===== src/rtl/gpio_bus_arbiter.sv =====
// ---------------------------------------------------------------------------
// gpio_bus_arbiter
//
// Purpose:
//   Two-master arbiter in front of the GPIO peripheral register port.
//   Master 0 is the core data port and master 1 is the debug/DMA port.
//   The arbiter grants at most one access per cycle using bounded-burst
//   round-robin. It drives the shared peripheral port and returns a
//   registered response to the granted master one cycle later.
//
// Parameters:
//   ADDR_W     peripheral word-address width
//   DATA_W     data width; the byte-enable width is DATA_W/8
//   MAX_BURST  maximum consecutive grants to one master while the other
//              master waits (1..15)
//
// Ports:
//   clk_i, rst_ni                clock, asynchronous active-low reset
//   mX_req_i/we_i/be_i/addr_i/wdata_i
//                                master X request and access attributes
//   mX_gnt_o                     master X granted this cycle (combinational)
//   mX_rvalid_o, mX_rdata_o      master X response, one cycle after grant
//   write_o, data_be_o, addr_o, wdata_o
//                                shared peripheral access port
//   rdata_i                      peripheral read data, combinational from
//                                addr_o
// ---------------------------------------------------------------------------
module gpio_bus_arbiter #(
    parameter int ADDR_W    = 6,
    parameter int DATA_W    = 32,
    parameter int MAX_BURST = 4
) (
    input  logic                  clk_i,
    input  logic                  rst_ni,

    input  logic                  m0_req_i,
    input  logic                  m0_we_i,
    input  logic [DATA_W/8-1:0]   m0_be_i,
    input  logic [ADDR_W-1:0]     m0_addr_i,
    input  logic [DATA_W-1:0]     m0_wdata_i,
    output logic                  m0_gnt_o,
    output logic                  m0_rvalid_o,
    output logic [DATA_W-1:0]     m0_rdata_o,

    input  logic                  m1_req_i,
    input  logic                  m1_we_i,
    input  logic [DATA_W/8-1:0]   m1_be_i,
    input  logic [ADDR_W-1:0]     m1_addr_i,
    input  logic [DATA_W-1:0]     m1_wdata_i,
    output logic                  m1_gnt_o,
    output logic                  m1_rvalid_o,
    output logic [DATA_W-1:0]     m1_rdata_o,

    output logic                  write_o,
    output logic [DATA_W/8-1:0]   data_be_o,
    output logic [ADDR_W-1:0]     addr_o,
    output logic [DATA_W-1:0]     wdata_o,
    input  logic [DATA_W-1:0]     rdata_i
);

    localparam int          BE_W        = DATA_W / 8;
    localparam logic [3:0]  MAX_BURST_C = 4'(MAX_BURST);
    localparam logic [3:0]  BURST_SAT   = 4'd15;

    logic              last_q;
    logic [3:0]        burst_q;
    logic              rsp_sel_q;
    logic              rsp_v_q;
    logic [DATA_W-1:0] rsp_data_q;

    logic gnt0;
    logic gnt1;
    logic any_gnt;
    logic keep_owner;

    // Grant selection. While reset is asserted nothing is granted, so the
    // peripheral port stays quiet even though the masters may be requesting.
    // On a tie the last owner keeps the port only while it is inside a running
    // burst below the limit. With no running burst (after reset or an idle
    // cycle) the tie goes to the other master, which is what lets M0 win the
    // first tie out of reset with last_q=1.
    always_comb begin
        gnt0       = 1'b0;
        gnt1       = 1'b0;
        keep_owner = (burst_q != 4'd0) && (burst_q < MAX_BURST_C);
        if (rst_ni) begin
            if (m0_req_i && !m1_req_i) begin
                gnt0 = 1'b1;
            end else if (m1_req_i && !m0_req_i) begin
                gnt1 = 1'b1;
            end else if (m0_req_i && m1_req_i) begin
                if (keep_owner) begin
                    gnt1 = last_q;
                end else begin
                    gnt1 = ~last_q;
                end
                gnt0 = ~gnt1;
            end
        end
    end

    assign any_gnt  = gnt0 | gnt1;
    assign m0_gnt_o = gnt0;
    assign m1_gnt_o = gnt1;

    // Peripheral port mux; every field is forced to zero when idle.
    always_comb begin
        write_o   = 1'b0;
        data_be_o = '0;
        addr_o    = '0;
        wdata_o   = '0;
        if (gnt0) begin
            write_o   = m0_we_i;
            data_be_o = m0_be_i;
            addr_o    = m0_addr_i;
            wdata_o   = m0_wdata_i;
        end else if (gnt1) begin
            write_o   = m1_we_i;
            data_be_o = m1_be_i;
            addr_o    = m1_addr_i;
            wdata_o   = m1_wdata_i;
        end
    end

    // Arbitration state and registered response.
    always_ff @(posedge clk_i or negedge rst_ni) begin
        if (!rst_ni) begin
            last_q     <= 1'b1;
            burst_q    <= 4'd0;
            rsp_sel_q  <= 1'b0;
            rsp_v_q    <= 1'b0;
            rsp_data_q <= '0;
        end else if (any_gnt) begin
            rsp_v_q    <= 1'b1;
            rsp_sel_q  <= gnt1;
            rsp_data_q <= write_o ? '0 : rdata_i;
            if (gnt1 == last_q) begin
                burst_q <= (burst_q == BURST_SAT) ? BURST_SAT : burst_q + 4'd1;
            end else begin
                burst_q <= 4'd1;
                last_q  <= gnt1;
            end
        end else begin
            rsp_v_q <= 1'b0;
            burst_q <= 4'd0;
        end
    end

    assign m0_rvalid_o = rsp_v_q & ~rsp_sel_q;
    assign m1_rvalid_o = rsp_v_q &  rsp_sel_q;
    assign m0_rdata_o  = m0_rvalid_o ? rsp_data_q : '0;
    assign m1_rdata_o  = m1_rvalid_o ? rsp_data_q : '0;

    logic unused_be_w;
    assign unused_be_w = (BE_W == 0);

endmodule


===== config.mk =====
export PLATFORM = sky130hd
export DESIGN_NAME = gpio_bus_arbiter
export DESIGN_NICKNAME = d
export VERILOG_FILES = /design/src/rtl/gpio_bus_arbiter.sv
export SDC_FILE = /design/constraint.sdc
export NUM_CORES = 1
export LEC_CHECK = 0
export ABC_AREA = 1
export ABC_CLOCK_PERIOD_IN_PS = 1700
export BUFFER_PORTS_ARGS = -buffer_cell sky130_fd_sc_hd__buf_4
export CORE_ASPECT_RATIO = 0.8
export CORE_MARGIN = 5
export CORE_UTILIZATION = 40
export DETAILED_ROUTE_END_ITERATION = 16
export GPL_TIMING_DRIVEN = 0
export PLACE_DENSITY = 0.82
export RECOVER_POWER = 50
export SYNTH_ARGS = -nofsm -noshare
export SYNTH_HDL_FRONTEND = slang
export SYNTH_SLANG_ARGS = --single-unit

===== constraint.sdc =====
create_clock -name clk_i -period 1.7 [get_ports clk_i]
set_clock_uncertainty 0.1 [all_clocks]
set_input_delay 0.17 -clock clk_i [delete_from_list [all_inputs] [get_ports clk_i]]
set_output_delay 0.17 -clock clk_i [all_outputs]
set_load 0.005 [all_outputs]

## Word-level counts from Yosys, hierarchy flattened

Cells that the tools add are included.

- Bits of input ports: 122
- Register bits after elaboration: 39
- Output and inout bits: 111

- Muxes and demuxes: 28
- Add/subtract/negate cells: 1
- Bitwise operators: 7
- Reduce and logical (&&, ||, !) cells: 8
- Order comparisons: 1
- Equality and inequality tests: 2

Operators by type and width:

| cell | number |
|---|---|
| 2-to-1 mux 32 bit | 5 |
| 2-to-1 mux 4 bit | 5 |
| 2-to-1 mux 1 bit | 16 |
| 2-to-1 mux 6 bit | 2 |
| adder 4 x 1 -> 4 bit (second input constant) | 1 |
| equality test 4 bit (second input constant) | 1 |
| logical AND 1 bit | 4 |
| < comparator 4 x 3 -> 1 bit (second input constant) | 1 |
| NOT 1 bit | 4 |
| nonzero test 4 bit | 1 |
| AND 1 bit | 2 |
| logical NOT 1 bit | 2 |
| AND reduction 2 bit | 1 |
| equality test 1 bit | 1 |
| bitwise OR 1 bit | 1 |

## Longest topological paths before layout

Gate-level depths: netlist of run 1.

- Depth in word-level cells: 14
- Depth in mapped cells: 12
- Gate-level depth less buffers: 11

## Least setup slack after synthesis of run 1

OpenSTA, ideal clock, no wires.

- Kind: register to output
- Start: reg burst_q[0]
- End: out wdata_o[21]
- Setup slack: 0.075 ns
- Arrival: 1.355 ns
- Cell stages (with the launch flop): 11
- Cell sequence: dfrtp_1 inv_1 ha_1 inv_1 nand3_1 nand3_2 nand3_2 inv_4 buf_2 nand2_1 nand2_1

- Cells in the longest elaborated chain, start to end: 13
- Elaborated cells between the ends (all ways): 19
- Classes of those cells: 1 x order compare; 15 x mux; 1 x bitwise; 2 x reduce/logical

RTL lines:

| what | line | RTL |
|---|---|---|
| start: declaration | 66 | `logic [3:0] burst_q;` |
| start signal: assignment | 138 | `burst_q <= (burst_q == BURST_SAT) ? BURST_SAT : burst_q + 4'd1;` |
| < comparator 4 x 3 -> 1 bit or nonzero test 4 bit (tied branches) | 85 | `keep_owner = (burst_q != 4'd0) && (burst_q < MAX_BURST_C);` |
| logical AND 1 bit * | 85 |  |
| 2-to-1 mux 1 bit * | 92 | `if (keep_owner) begin` |
| 2-to-1 mux 1 bit * | 91 | `end else if (m0_req_i && m1_req_i) begin` |
| 2-to-1 mux 1 bit * | 89 | `end else if (m1_req_i && !m0_req_i) begin` |
| 2-to-1 mux 1 bit * | 87 | `if (m0_req_i && !m1_req_i) begin` |
| 2-to-1 mux 1 bit * | 86 | `if (rst_ni) begin` |
| 2-to-1 mux 1 bit * | 91 |  |
| 2-to-1 mux 1 bit * | 89 |  |
| 2-to-1 mux 1 bit * | 87 |  |
| 2-to-1 mux 1 bit * | 86 |  |
| net m1_gnt_o | 50 | `output logic m1_gnt_o,` |
| 2-to-1 mux 32 bit * | 117 | `end else if (gnt1) begin` |
| 2-to-1 mux 32 bit * | 112 | `if (gnt0) begin` |
| end: declaration | 57 | `output logic [DATA_W-1:0] wdata_o,` |

The timed path passes the listed nets; every way through them passes the cells marked *. The select of a mux whose other input is x is not followed.

## Worst setup path after layout of run 1

- Start: reg burst_q[0]
- End: out wdata_o[5]

- Cells in the longest elaborated chain, start to end: 13
- Elaborated cells between the ends (all ways): 19
- Classes of those cells: 1 x order compare; 15 x mux; 1 x bitwise; 2 x reduce/logical

RTL lines:

| what | line |
|---|---|
| < comparator 4 x 3 -> 1 bit or nonzero test 4 bit (tied branches) | 85 |
| logical AND 1 bit * | 85 |
| 2-to-1 mux 1 bit * | 92 |
| 2-to-1 mux 1 bit * | 91 |
| 2-to-1 mux 1 bit * | 89 |
| 2-to-1 mux 1 bit * | 87 |
| 2-to-1 mux 1 bit * | 86 |
| 2-to-1 mux 1 bit or NOT 1 bit (tied branches) | 91, 97 |
| 2-to-1 mux 1 bit, on equally long branches | 89, 91 |
| 2-to-1 mux 1 bit, on equally long branches | 87, 89 |
| 2-to-1 mux 1 bit, on equally long branches | 86, 87 |
| 2-to-1 mux 32 bit or 2-to-1 mux 1 bit (tied branches) | 117, 86 |
| 2-to-1 mux 32 bit * | 112 |

Mark *: on every way between the ends. The rest lies on a longest branch, timed or not. The select of a mux whose other input is x is not followed.

==> results of run 1 <==
-- kinds of logic after synthesis --
group | Yosys count | share of synthesized area
AND/OR/NAND/NOR | 347 | 0.481
buffers and inverters | 107 | 0.160
flip-flops | 39 | 0.341
AO/OA/AOI/OAI | 5 | 0.00874
adder cells (fa/ha/maj) | 2 | 0.00874
-- stage by stage --
| step | total power [mW] | cells |
|---|---|---|
| after detailed placement | 2.24 | 819 |
| after global routing | 3.76 | 857 |
| final | 3.60 | 857 |
| after floorplan | 1.60 | 500 |
| after CTS | 3.24 | 848 |
| after global placement | 2.21 | 819 |
-- cells in the final DEF, fill, tap and decap left out, types with 2 or more instances in the layout --
master,n
clkbuf_16,2
o21ai_0,4
buf_4,199
nand2_8,2
clkbuf_8,6
nor2_2,2
nand3_4,3
buf_2,2
inv_2,2
inv_1,76
nand3_2,24
dfrtp_1,38
buf_12,2
clkbuf_1,7
buf_8,16
nand2_1,83
clkinv_8,2
nand2_2,89
nand2_4,33
nand3_1,12
buf_6,54
clkbuf_2,3
nor2_1,98
-- routing by layer --
metal / GRT usage / wire [µm] / part of all wire
met2: 0.516 / 8570 / 0.49
met5: 0 / 0 / 0
met4: 0.0778 / 1200 / 0.068
met1: 0.311 / 6150 / 0.35
met3: 0.0625 / 1620 / 0.092
-- flip-flops by register name, indices dropped and copies added (netlist names) --
register    flops
last_q          1
rsp_data_q     32
rsp_v_q         1
burst_q         4
rsp_sel_q       1
-- where the power goes --
| part | internal (mW) | total, mW | switching (mW) |
|---|---|---|---|
| clock network | 0.475 | 0.820 | 0.345 |
| logic | 0.814 | 1.66 | 0.847 |
| registers | 1.04 | 1.12 | 0.0786 |
| total | 2.33 | 3.60 | 1.27 |
-- worst reg2reg max path: cells and delay by family, from the launching register on --
kind	cells	cell delay (ns)
adder cells (fa/ha/maj)	1	0.18
buffers and inverters	6	0.68
flip-flops	1	0.38
AND/OR/NAND/NOR	7	0.65
-- worst max path at each step --
| stage | cells past startpoint | end | slack [ns] |
|---|---|---|---|
| floorplan | 10 | wdata_o[21] | 0.07 |
| global placement | 9 | wdata_o[14] | -0.27 |
| detailed placement | 9 | wdata_o[14] | -0.32 |
| CTS | 13 | wdata_o[4] | -0.41 |
| global route | 12 | wdata_o[5] | -0.62 |
| finish | 13 | wdata_o[5] | -0.53 |
-- final cells by class --
type,count,area share
repair buffers,260,0.366
multi-input cells,354,0.339
flip-flops and latches,39,0.160
inverters,80,0.0532
plain buffers,27,0.0423
well taps,87,0.0178
clock buffers,6,0.0135
clock inverters,2,0.00573
repair inverters,2,0.00266
-- timing repair --
| action | in CTS | in global routing |
|---|---|---|
| endpoints found under the hold margin | 38 | 38 |
| resized for setup | 131 | 180 |
| cloned | 11 | 2 |
| endpoints found under the setup margin | 134 | 138 |
| pin swaps | 25 | 34 |
| buffers inserted | 10 | 6 |
==> qor.yml, run 1 <==
status: "finished, violations left"
violations: "negative setup slack"
finalCritPeriodShare: 1.31
synth_cell_types: 19
synthToLayoutAreaGrowth_pct: 114
netlist_top_cells_count: "205 x nand2_1, 100 x nor2_1, 78 x inv_1, 38 x dfrtp_1, 36 x nand3_1"
grt_max_degree: 43
synth_ff_type: "dfrtp_1"
start_util: 0.414
cp_max_fo: 5
worstPathArrival_ns: 1.96
cts_tree: "done"
min_to: "rsp_data_q[18]$_DFFE_PN0P_"
antenna_found_initial: 0
grt_pass1_vias: 4112
cts.clk_slew.worst_paths_ns: 0.08
finalHoldViolations: 0
io_pins: 233
r2r_cells: 14
numCtsBuffers: 5
critPathBufInv: 5
max_freq_mhz: 448
viasPerCell: 5.46
hold_ws_ns: 0.0943
nFillCells: 285
gr-total-overflow: 0
firstDrtPassIters: 5
yosysWarnings: 0
placedInstanceArea_um2: 4710
yosys.area.top_type_share: 0.332
syn-cell-area_um2: 2860
slowest_stage: "dfrtp_1"
die-area_um2: 8960
cpPeakStageDelay_ns: 0.40
rrSetupSlack_ns: -0.39
nets: 893
die_h_um: 85.7
min_from: "rdata_i[18]"
hold_class: "input pin to register"
htreeDepth: 2
multiInputGateArea_um2: 2070
drtIter0Drc: 403
synth_edf_count: 0
clkLatencyLatePin_ns: 0.29
num_vias: 4675
dieWidth_um: 105
synth_nets: 624
period_minus_slack_ns: 2.23
leakage_nw: 3.61
clockBufferDepth: 2
antenna_cells: 0
ys_seq_area_frac: 0.341
r2r-start: "burst_q[0]$_DFF_PN0_"
drv_slew: 0
syn-mean-instance-area_um2: 5.73
ys_ff_latch: 39
rsz0062_at_grt: "yes"
timing.rr.end: "rsp_data_q[9]$_DFFE_PN0P_"
power_density_nw_per_um2: 589
drive_gt1_frac: 0.582
ff_latch_area_um2: 977
fin_area_um2: 6120
wl_mm: 17.5
grt_pass1_wl_mm: 20.1
syn_inst: 500
synth_top_area_cell: "dfrtp_1"
cpLargestDelayFamily: "buffers and inverters"
rows: 27
io_buffers: 232
synth_area_leaders: "dfrtp_1 33%, nand2_1 27%, nor2_1 13%"
crit_path_start: "burst_q[0]$_DFF_PN0_"
maxSlewHeadroom: 0.648
antenna_left: 0
fin_util: 0.883
dp_hpwl_mm: 9.49
drv_cap: 0
finalSetupViolCount: 81
synth_async_sr_flop_share: 1.00
cts.sinks: 39
critPathKind: "register to primary output"
crit_path_end_kind: "primary output"
tns_ns: -30.63
yosysMostFrequentCell: "nand2_1"
crit_chain: "inv_1 -> ha_2 -> inv_2 -> nand2_2 -> nand2_2 -> nand3_4 -> nand2_4 -> nand2_8 -> clkinvlp_4 -> buf_6 -> nand2_4 -> nand2_2 -> buf_4"
wire_per_inst_um: 20.5
place_congestion: 0.969
hold_depth: 5
grtUsageTotal: 0.274
path_common_cell: "nand2_2"
cts_root_buf: "clkbuf_8"
drc: 0
critPathRequiredTime_ns: 1.43
vdd_drop_max_mv: 0.449
core_um2: 6930
dp_slack_ns: -0.322
worst_slew_pin_slew_ns: 0.529
fin_ws_ns: -0.534
start_kind: "register"
Note: power is estimated with default switching activity, not from simulation.
==> inputs of run 2 (changes only) <==
--- a/config.mk
+++ b/config.mk
@@ -8,7 +8,7 @@
 export ABC_AREA = 1
 export ABC_CLOCK_PERIOD_IN_PS = 1700
 export BUFFER_PORTS_ARGS = -buffer_cell sky130_fd_sc_hd__buf_4
-export CORE_ASPECT_RATIO = 0.8
+export CORE_ASPECT_RATIO = 0.75
 export CORE_MARGIN = 5
 export CORE_UTILIZATION = 40
 export DETAILED_ROUTE_END_ITERATION = 16
==> run 2 against run 1 <==
Net effect:
- the flow still finishes with violations (negative setup slack)
- worst setup slack improved by 0.049 ns
- wire length fell by 21%
- cell count up 0.82%
- hold slack better by 0.0030 ns
- total power shrank 6.8%
- non-clock buffer count decreased by 3
- first-iteration DRC count is 4.0% lower
- maximum frequency rose by 2.2%
- utilization fell by 7.3 points
- count of clock-buffer cells in the layout unchanged
- sequential cell count did not move
- final area decreased by 8.6%
- critical endpoint is now wdata_o[17]
- largest power group unchanged
==> qor.yml, run 2 (synthesized netlist as in run 1, its figures left out) <==
nets: 889  # -0.45%
p_int_mw: 2.25  # -3.5%
cp_max_fo: 6  # +1
vdd_drop_max_mv: 0.425  # -5.3%
p_seq_frac: 0.332  # +0.021
place_congestion: 0.855  # -12%
violations: "negative setup slack"
p_sw_mw: 1.11  # -13%
io_pins: 233  # unchanged
start_util: 0.415  # +0.00173
worstPathArrival_ns: 1.91  # -0.05 ns
r2r_cells: 14  # unchanged
viasPerCell: 4.81  # -12%
num_vias: 4158  # -11%
rows: 26  # -3.7%
htreeDepth: 2  # unchanged
gr-total-overflow: 0  # unchanged
clkLatencyLatePin_ns: 0.29  # about the same
io_buffers: 232  # unchanged
fin_ws_ns: -0.485  # +0.0489 ns
finalCritPeriodShare: 1.29  # -0.0288
hold_class: "input pin to register"
dp_slack_ns: -0.310  # +0.0117 ns
dieWidth_um: 108  # +3.0%
firstDrtPassIters: 5  # unchanged
grt_max_degree: 43  # unchanged
start_kind: "register"
drv_slew: 0  # unchanged
synthToLayoutAreaGrowth_pct: 95.3
drv_cap: 0  # unchanged
grt_pass1_wl_mm: 18.8  # -6.1%
drc: 0  # unchanged
max_freq_mhz: 458  # +2.2%
dp_hpwl_mm: 9.50  # about the same
leakage_nw: 3.38  # -6.4%
status: "finished, violations left"
regMostFlops: "rsp_data_q"
largest_reg_flops: 32  # unchanged
final_common_cell: "buf_4"
critPathRequiredTime_ns: 1.43  # about the same
wl_mm: 13.9  # -21%
maxSlewHeadroom: 0.648  # about the same
antenna_left: 0  # unchanged
hold_depth: 5  # unchanged
clkPwrFrac: 0.243  # +0.015
clockBufferDepth: 2  # unchanged
core_um2: 6900  # -0.42%
cts_tree: "done"
nFillCells: 466  # +64%
antenna_cells: 0  # unchanged
reg_top3: "rsp_data_q (32), burst_q (4)"
final_cell_mix: "222 x buf_4, 155 x nand2_1, 99 x nor2_1"
wire_per_inst_um: 16.1  # -21%
antenna_found_initial: 0  # unchanged
grt_pass1_vias: 3833  # -6.8%
drtIter0Drc: 387  # -4.0%
numCtsBuffers: 5  # unchanged
finalSetupViolCount: 89  # +9.9%
finalHoldViolations: 0  # unchanged
grtUsageTotal: 0.260  # -0.0140
switching_share: 0.330  # -0.0225
die_h_um: 83.3  # -2.8%
cts.sinks: 39  # unchanged
drive_gt1_frac: 0.460  # -0.122
worst_slew_pin_slew_ns: 0.528  # -0.000529 ns
cts_root_buf: "clkbuf_8"
die-area_um2: 8970  # about the same
cts.clk_slew.worst_paths_ns: 0.08  # about the same
rsz0062_at_grt: "yes"
period_minus_slack_ns: 2.18  # -0.0490 ns
comb_power_share: 0.425  # -0.036
crit_path_end_kind: "primary output"
fin_util: 0.811  # -0.0725
critPathKind: "register to primary output"
power_density_nw_per_um2: 600  # +2.0%
[run 2: cell types whose count changed in the layout (fill, tap and decap cells not counted), moves of 19 or more]
cell / before / now
buf_4: 199 / 222
buf_6: 54 / 33
nand2_4: 33 / 14
nand2_2: 89 / 36
nand2_1: 83 / 155
[run 2: timing repair]
action / in CTS / in global routing
buffers inserted: 7 / 9
gates cloned: 3 / 5
gates resized for setup: 69 / 93
endpoints found under the hold margin: 38 / 38
setup endpoints to repair: 134 / 135
pin swaps: 12 / 14
[run 2: final cells by class]
class / instances / area, µm² / share of cell area
Clock inverter: 2 / 35.0 / 0.00626
Buffer: 27 / 253 / 0.0452
Sequential cell: 39 / 977 / 0.175
Clock buffer: 6 / 82.6 / 0.0148
Multi-Input combinational cell: 354 / 1700 / 0.305
Timing Repair Buffer: 257 / 2080 / 0.373
Timing Repair inverter: 1 / 8.76 / 0.00157
Inverter: 80 / 325 / 0.0582
Tap cell: 98 / 123 / 0.0219
[run 2: path summary, 6_finish.rpt]
path	from	end	slack (ns)
worst max-delay path	burst_q[1]$_DFF_PN0_	wdata_o[17]	-0.48
worst min register to register	rsp_data_q[8]$_DFFE_PN0P_	rsp_data_q[8]$_DFFE_PN0P_	0.38
worst max register to register	burst_q[1]$_DFF_PN0_	rsp_data_q[9]$_DFFE_PN0P_	-0.27
min in group asynchronous	rst_ni	last_q$_DFFE_PN1P_	0.59
worst min-delay path	rdata_i[18]	rsp_data_q[18]$_DFFE_PN0P_	0.1
max in group asynchronous	rst_ni	rsp_data_q[31]$_DFFE_PN0P_	0.34
[run 2: power by group through the flow]
stage | Sequential, mW | Clock [mW] | Combinational, mW
finish | 1.11 | 0.815 | 1.43
global route | 1.13 | 0.850 | 1.55
CTS | 1.11 | 0.806 | 1.23
detailed placement | 1.12 | 0 | 1.12
global placement | 1.12 | 0 | 1.09
floorplan | 1.11 | 0 | 0.495
[run 2: critical path: stages (launching register included)]
cell and delay (ns):
dfrtp_1 0.39, inv_1 0.09, ha_2 0.18, inv_2 0.04, nand2_2 0.06, nand2_2 0.06
nand3_4 0.11, nand2_4 0.08, nand2_8 0.09, clkinv_8 0.09, buf_8 0.14, nand2_1 0.08
nand2_1 0.07, buf_4 0.14
[run 2: stage by stage]
stage,TNS [ns],std cells,cell area (µm²),power (mW),hold WS [ns]
2_1_floorplan,0,500,2860,1.60,-0.226
5_1_grt,-37.37,864,5590,3.53,0.119
3_5_place_dp,-16.38,830,4730,2.24,0.0839
6_report,-26.16,864,5590,3.36,0.0973
3_3_place_gp,-15.60,830,4730,2.22,0.0790
4_1_cts,-17.23,848,5120,3.15,-0.230
[run 2: layer usage]
layer / global-route usage / wire length [µm] / vias up
li1: - / - / 1985
met1: 0.307 / 5250 / 1922
met2: 0.466 / 7040 / 212
met3: 0.0643 / 1160 / 39
met4: 0.0700 / 468 / 0
met5: 0 / 0 / -
==> inputs of run 3 (changes only) <==
--- a/config.mk
+++ b/config.mk
@@ -6,14 +6,14 @@
 export NUM_CORES = 1
 export LEC_CHECK = 0
 export ABC_AREA = 1
-export ABC_CLOCK_PERIOD_IN_PS = 1700
+export ABC_CLOCK_PERIOD_IN_PS = 2040
 export BUFFER_PORTS_ARGS = -buffer_cell sky130_fd_sc_hd__buf_4
 export CORE_ASPECT_RATIO = 0.75
 export CORE_MARGIN = 5
 export CORE_UTILIZATION = 40
 export DETAILED_ROUTE_END_ITERATION = 16
 export GPL_TIMING_DRIVEN = 0
-export PLACE_DENSITY = 0.82
+export PLACE_DENSITY = 0.83
 export RECOVER_POWER = 50
 export SYNTH_ARGS = -nofsm -noshare
 export SYNTH_HDL_FRONTEND = slang
==> constraint.sdc (replaced) <==
create_clock -name clk_i -period 2.04 [get_ports clk_i]
set_clock_uncertainty 0.1 [all_clocks]
set_input_delay 0.204 -clock clk_i [delete_from_list [all_inputs] [get_ports clk_i]]
set_output_delay 0.204 -clock clk_i [all_outputs]
set_load 0.005 [all_outputs]
==> run 3 against run 2 <==
Net effect:
- the run still ends with negative setup slack left
- worst setup slack better by 0.37 ns
- via count decreased by 5.3%
- critical path depth is 1 lower
- hold slack better by 0.047 ns
- largest cell class unchanged
- largest power group unchanged
==> qor.yml, run 3 (synthesized netlist as in run 1, its figures left out) <==
min_from: "m1_we_i"
max_freq_mhz: 463
antenna_cells: 0  # unchanged
regMostFlops: "rsp_data_q"
clkLatencyLatePin_ns: 0.28  # about the same
firstDrtPassIters: 5  # unchanged
drive_gt1_frac: 0.372  # -0.0877
clockBufferDepth: 2  # unchanged
vdd_drop_max_mv: 0.385  # -9.5%
rrSetupSlack_ns: 0.22  # +0.49 ns
num_vias: 3939  # -5.3%
dp_cells: 830  # unchanged
grtUsageTotal: 0.257  # -0.00351
crit_path_start: "burst_q[0]$_DFF_PN0_"
period_minus_slack_ns: 2.16
grt_pass1_wl_mm: 18.7  # -0.96%
reg_top3: "rsp_data_q (32), burst_q (4)"
io_buffers: 232  # unchanged
synthToLayoutAreaGrowth_pct: 76.7
dieWidth_um: 108  # unchanged
crit_path_end_kind: "primary output"
power_density_nw_per_um2: 488  # -19%
rows: 26  # unchanged
status: "finished, violations left"
wire_per_inst_um: 14.6  # -9.1%
timing.rr.end: "rsp_data_q[27]$_DFFE_PN0P_"
cts_root_buf: "clkbuf_8"
finalSetupViolCount: 42  # -53%
grt_pass1_vias: 3703  # -3.4%
largest_reg_flops: 32  # unchanged
maxSlewHeadroom: 0.389  # -0.259
hold_class: "input pin to register"
critPathRequiredTime_ns: 1.74  # +0.31 ns
start_util: 0.415  # unchanged
hold_depth: 4  # -1
drc: 0  # unchanged
finalHoldViolations: 0  # unchanged
r2r-start: "burst_q[0]$_DFF_PN0_"
grt_max_degree: 39  # -9.3%
core_um2: 6900  # unchanged
drv_cap: 0  # unchanged
nFillCells: 593  # +27%
die-area_um2: 8970  # unchanged
multiInputGateArea_um2: 1480  # -13%
wl_mm: 12.5  # -10%
place_congestion: 0.876  # +2.4%
antenna_left: 0  # unchanged
rsz0062_at_grt: "yes"
final_cell_mix: "236 x buf_4, 201 x nand2_1, 100 x nor2_1"
die_h_um: 83.3  # unchanged
hold_ws_ns: 0.144  # +0.0466 ns
viasPerCell: 4.63  # -3.8%
cts.clk_slew.worst_paths_ns: 0.07  # about the same
numCtsBuffers: 5  # unchanged
worstPathArrival_ns: 1.86  # -0.05 ns
start_kind: "register"
antenna_found_initial: 0  # unchanged
io_pins: 233  # unchanged
instances_no_fill: 851  # -1.5%
finalCritPeriodShare: 1.06
cp_max_fo: 5  # -1
worst_slew_pin_slew_ns: 0.917  # +0.389 ns
nets: 877  # -1.3%
fin_ws_ns: -0.119  # +0.366 ns
drv_slew: 0  # unchanged
leakage_nw: 3.14  # -6.9%
ff_latch_area_um2: 977  # unchanged
violations: "negative setup slack"
gr-total-overflow: 0  # unchanged
r2r_cells: 10  # -4
dp_hpwl_mm: 9.54  # +0.46%
final_common_cell: "buf_4"
critPathKind: "register to primary output"
cts.sinks: 39  # unchanged
cts_tree: "done"
drtIter0Drc: 276  # -29%
min_to: "rsp_data_q[15]$_DFFE_PN0P_"
htreeDepth: 2  # unchanged
==> run 3: changes by cell type in the layout (fill, tap and decap cells not counted), sizes merged <==
cell / previous run / this run
inv: 79 / 81
dlygate4sd3: 1 / 2
clkinv: 3 / 1
buf: 264 / 254
clkbuf: 25 / 22
bufinv: 1 / 0
==> run 3: worst max path at each step <==
stage,cells past startpoint,slack (ns),to
after floorplan,10,0.38,wdata_o[21]
after global routing,13,-0.21,wdata_o[3]
after global placement,9,-0.04,wdata_o[13]
after CTS,12,-0.1,addr_o[2]
after detailed placement,9,-0.04,wdata_o[13]
final,12,-0.12,wdata_o[13]
==> run 3: worst max-delay path: stages, from the launching register on <==
cell	delay, ns
dfrtp_1	0.38
inv_1	0.07
ha_2	0.18
inv_2	0.04
nand3_1	0.11
nand3_4	0.12
nand2_4	0.11
nand2_8	0.08
inv_6	0.10
buf_6	0.12
nand2_1	0.05
nand2_1	0.10
buf_4	0.13
==> run 3: per-stage QoR <==
step           worst slack [ns]  power (mW)  TNS (ns)  instance area (µm²)  utilization
4_1_cts                 -0.0966        2.44     -2.52                 5000        0.725
5_1_grt                  -0.214        2.64     -7.70                 5060        0.734
3_3_place_gp            -0.0358        1.85   -0.0888                 4730        0.686
2_1_floorplan             0.381        1.33         0                 2860            -
6_report                 -0.119        2.47     -2.89                 5060        0.734
3_5_place_dp            -0.0394        1.88    -0.167                 4730        0.686
==> run 3: final cells by class <==
type / count / area share
multi-input combinational: 354 / 0.291
buffer: 27 / 0.0413
clock buffer: 6 / 0.0163
inverter: 80 / 0.0623
tap: 98 / 0.0242
sequential: 39 / 0.193
clock inverter: 1 / 0.000989
timing repair inverter: 1 / 0.00173
timing repair buffer: 245 / 0.369
==> run 3: metal layers <==
layer | GRT usage | share of wire | up-vias
met4 | 0.0722 | 0.021 | 0
met1 | 0.323 | 0.41 | 1770
met3 | 0.0457 | 0.079 | 22
met5 | 0 | 0 | -
met2 | 0.447 | 0.49 | 194
li1 | - | - | 1953
==> run 3: what timing repair did <==
item | CTS | global route
endpoints found under the hold margin | 38 | 0
pin swaps | 1 | 0
resized for setup | 26 | 15
buffers inserted | 5 | 1
hold buffers | 4 | 0
cloned | 2 | 2
endpoints found under the setup margin | 45 | 45
==> run 3: power breakdown <==
part | switching [mW] | internal, mW | leakage [nW] | total (mW)
Combinational | 0.510 | 0.522 | 2.60 | 1.03
Clock | 0.244 | 0.265 | 0.0470 | 0.509
Sequential | 0.0581 | 0.869 | 0.492 | 0.927
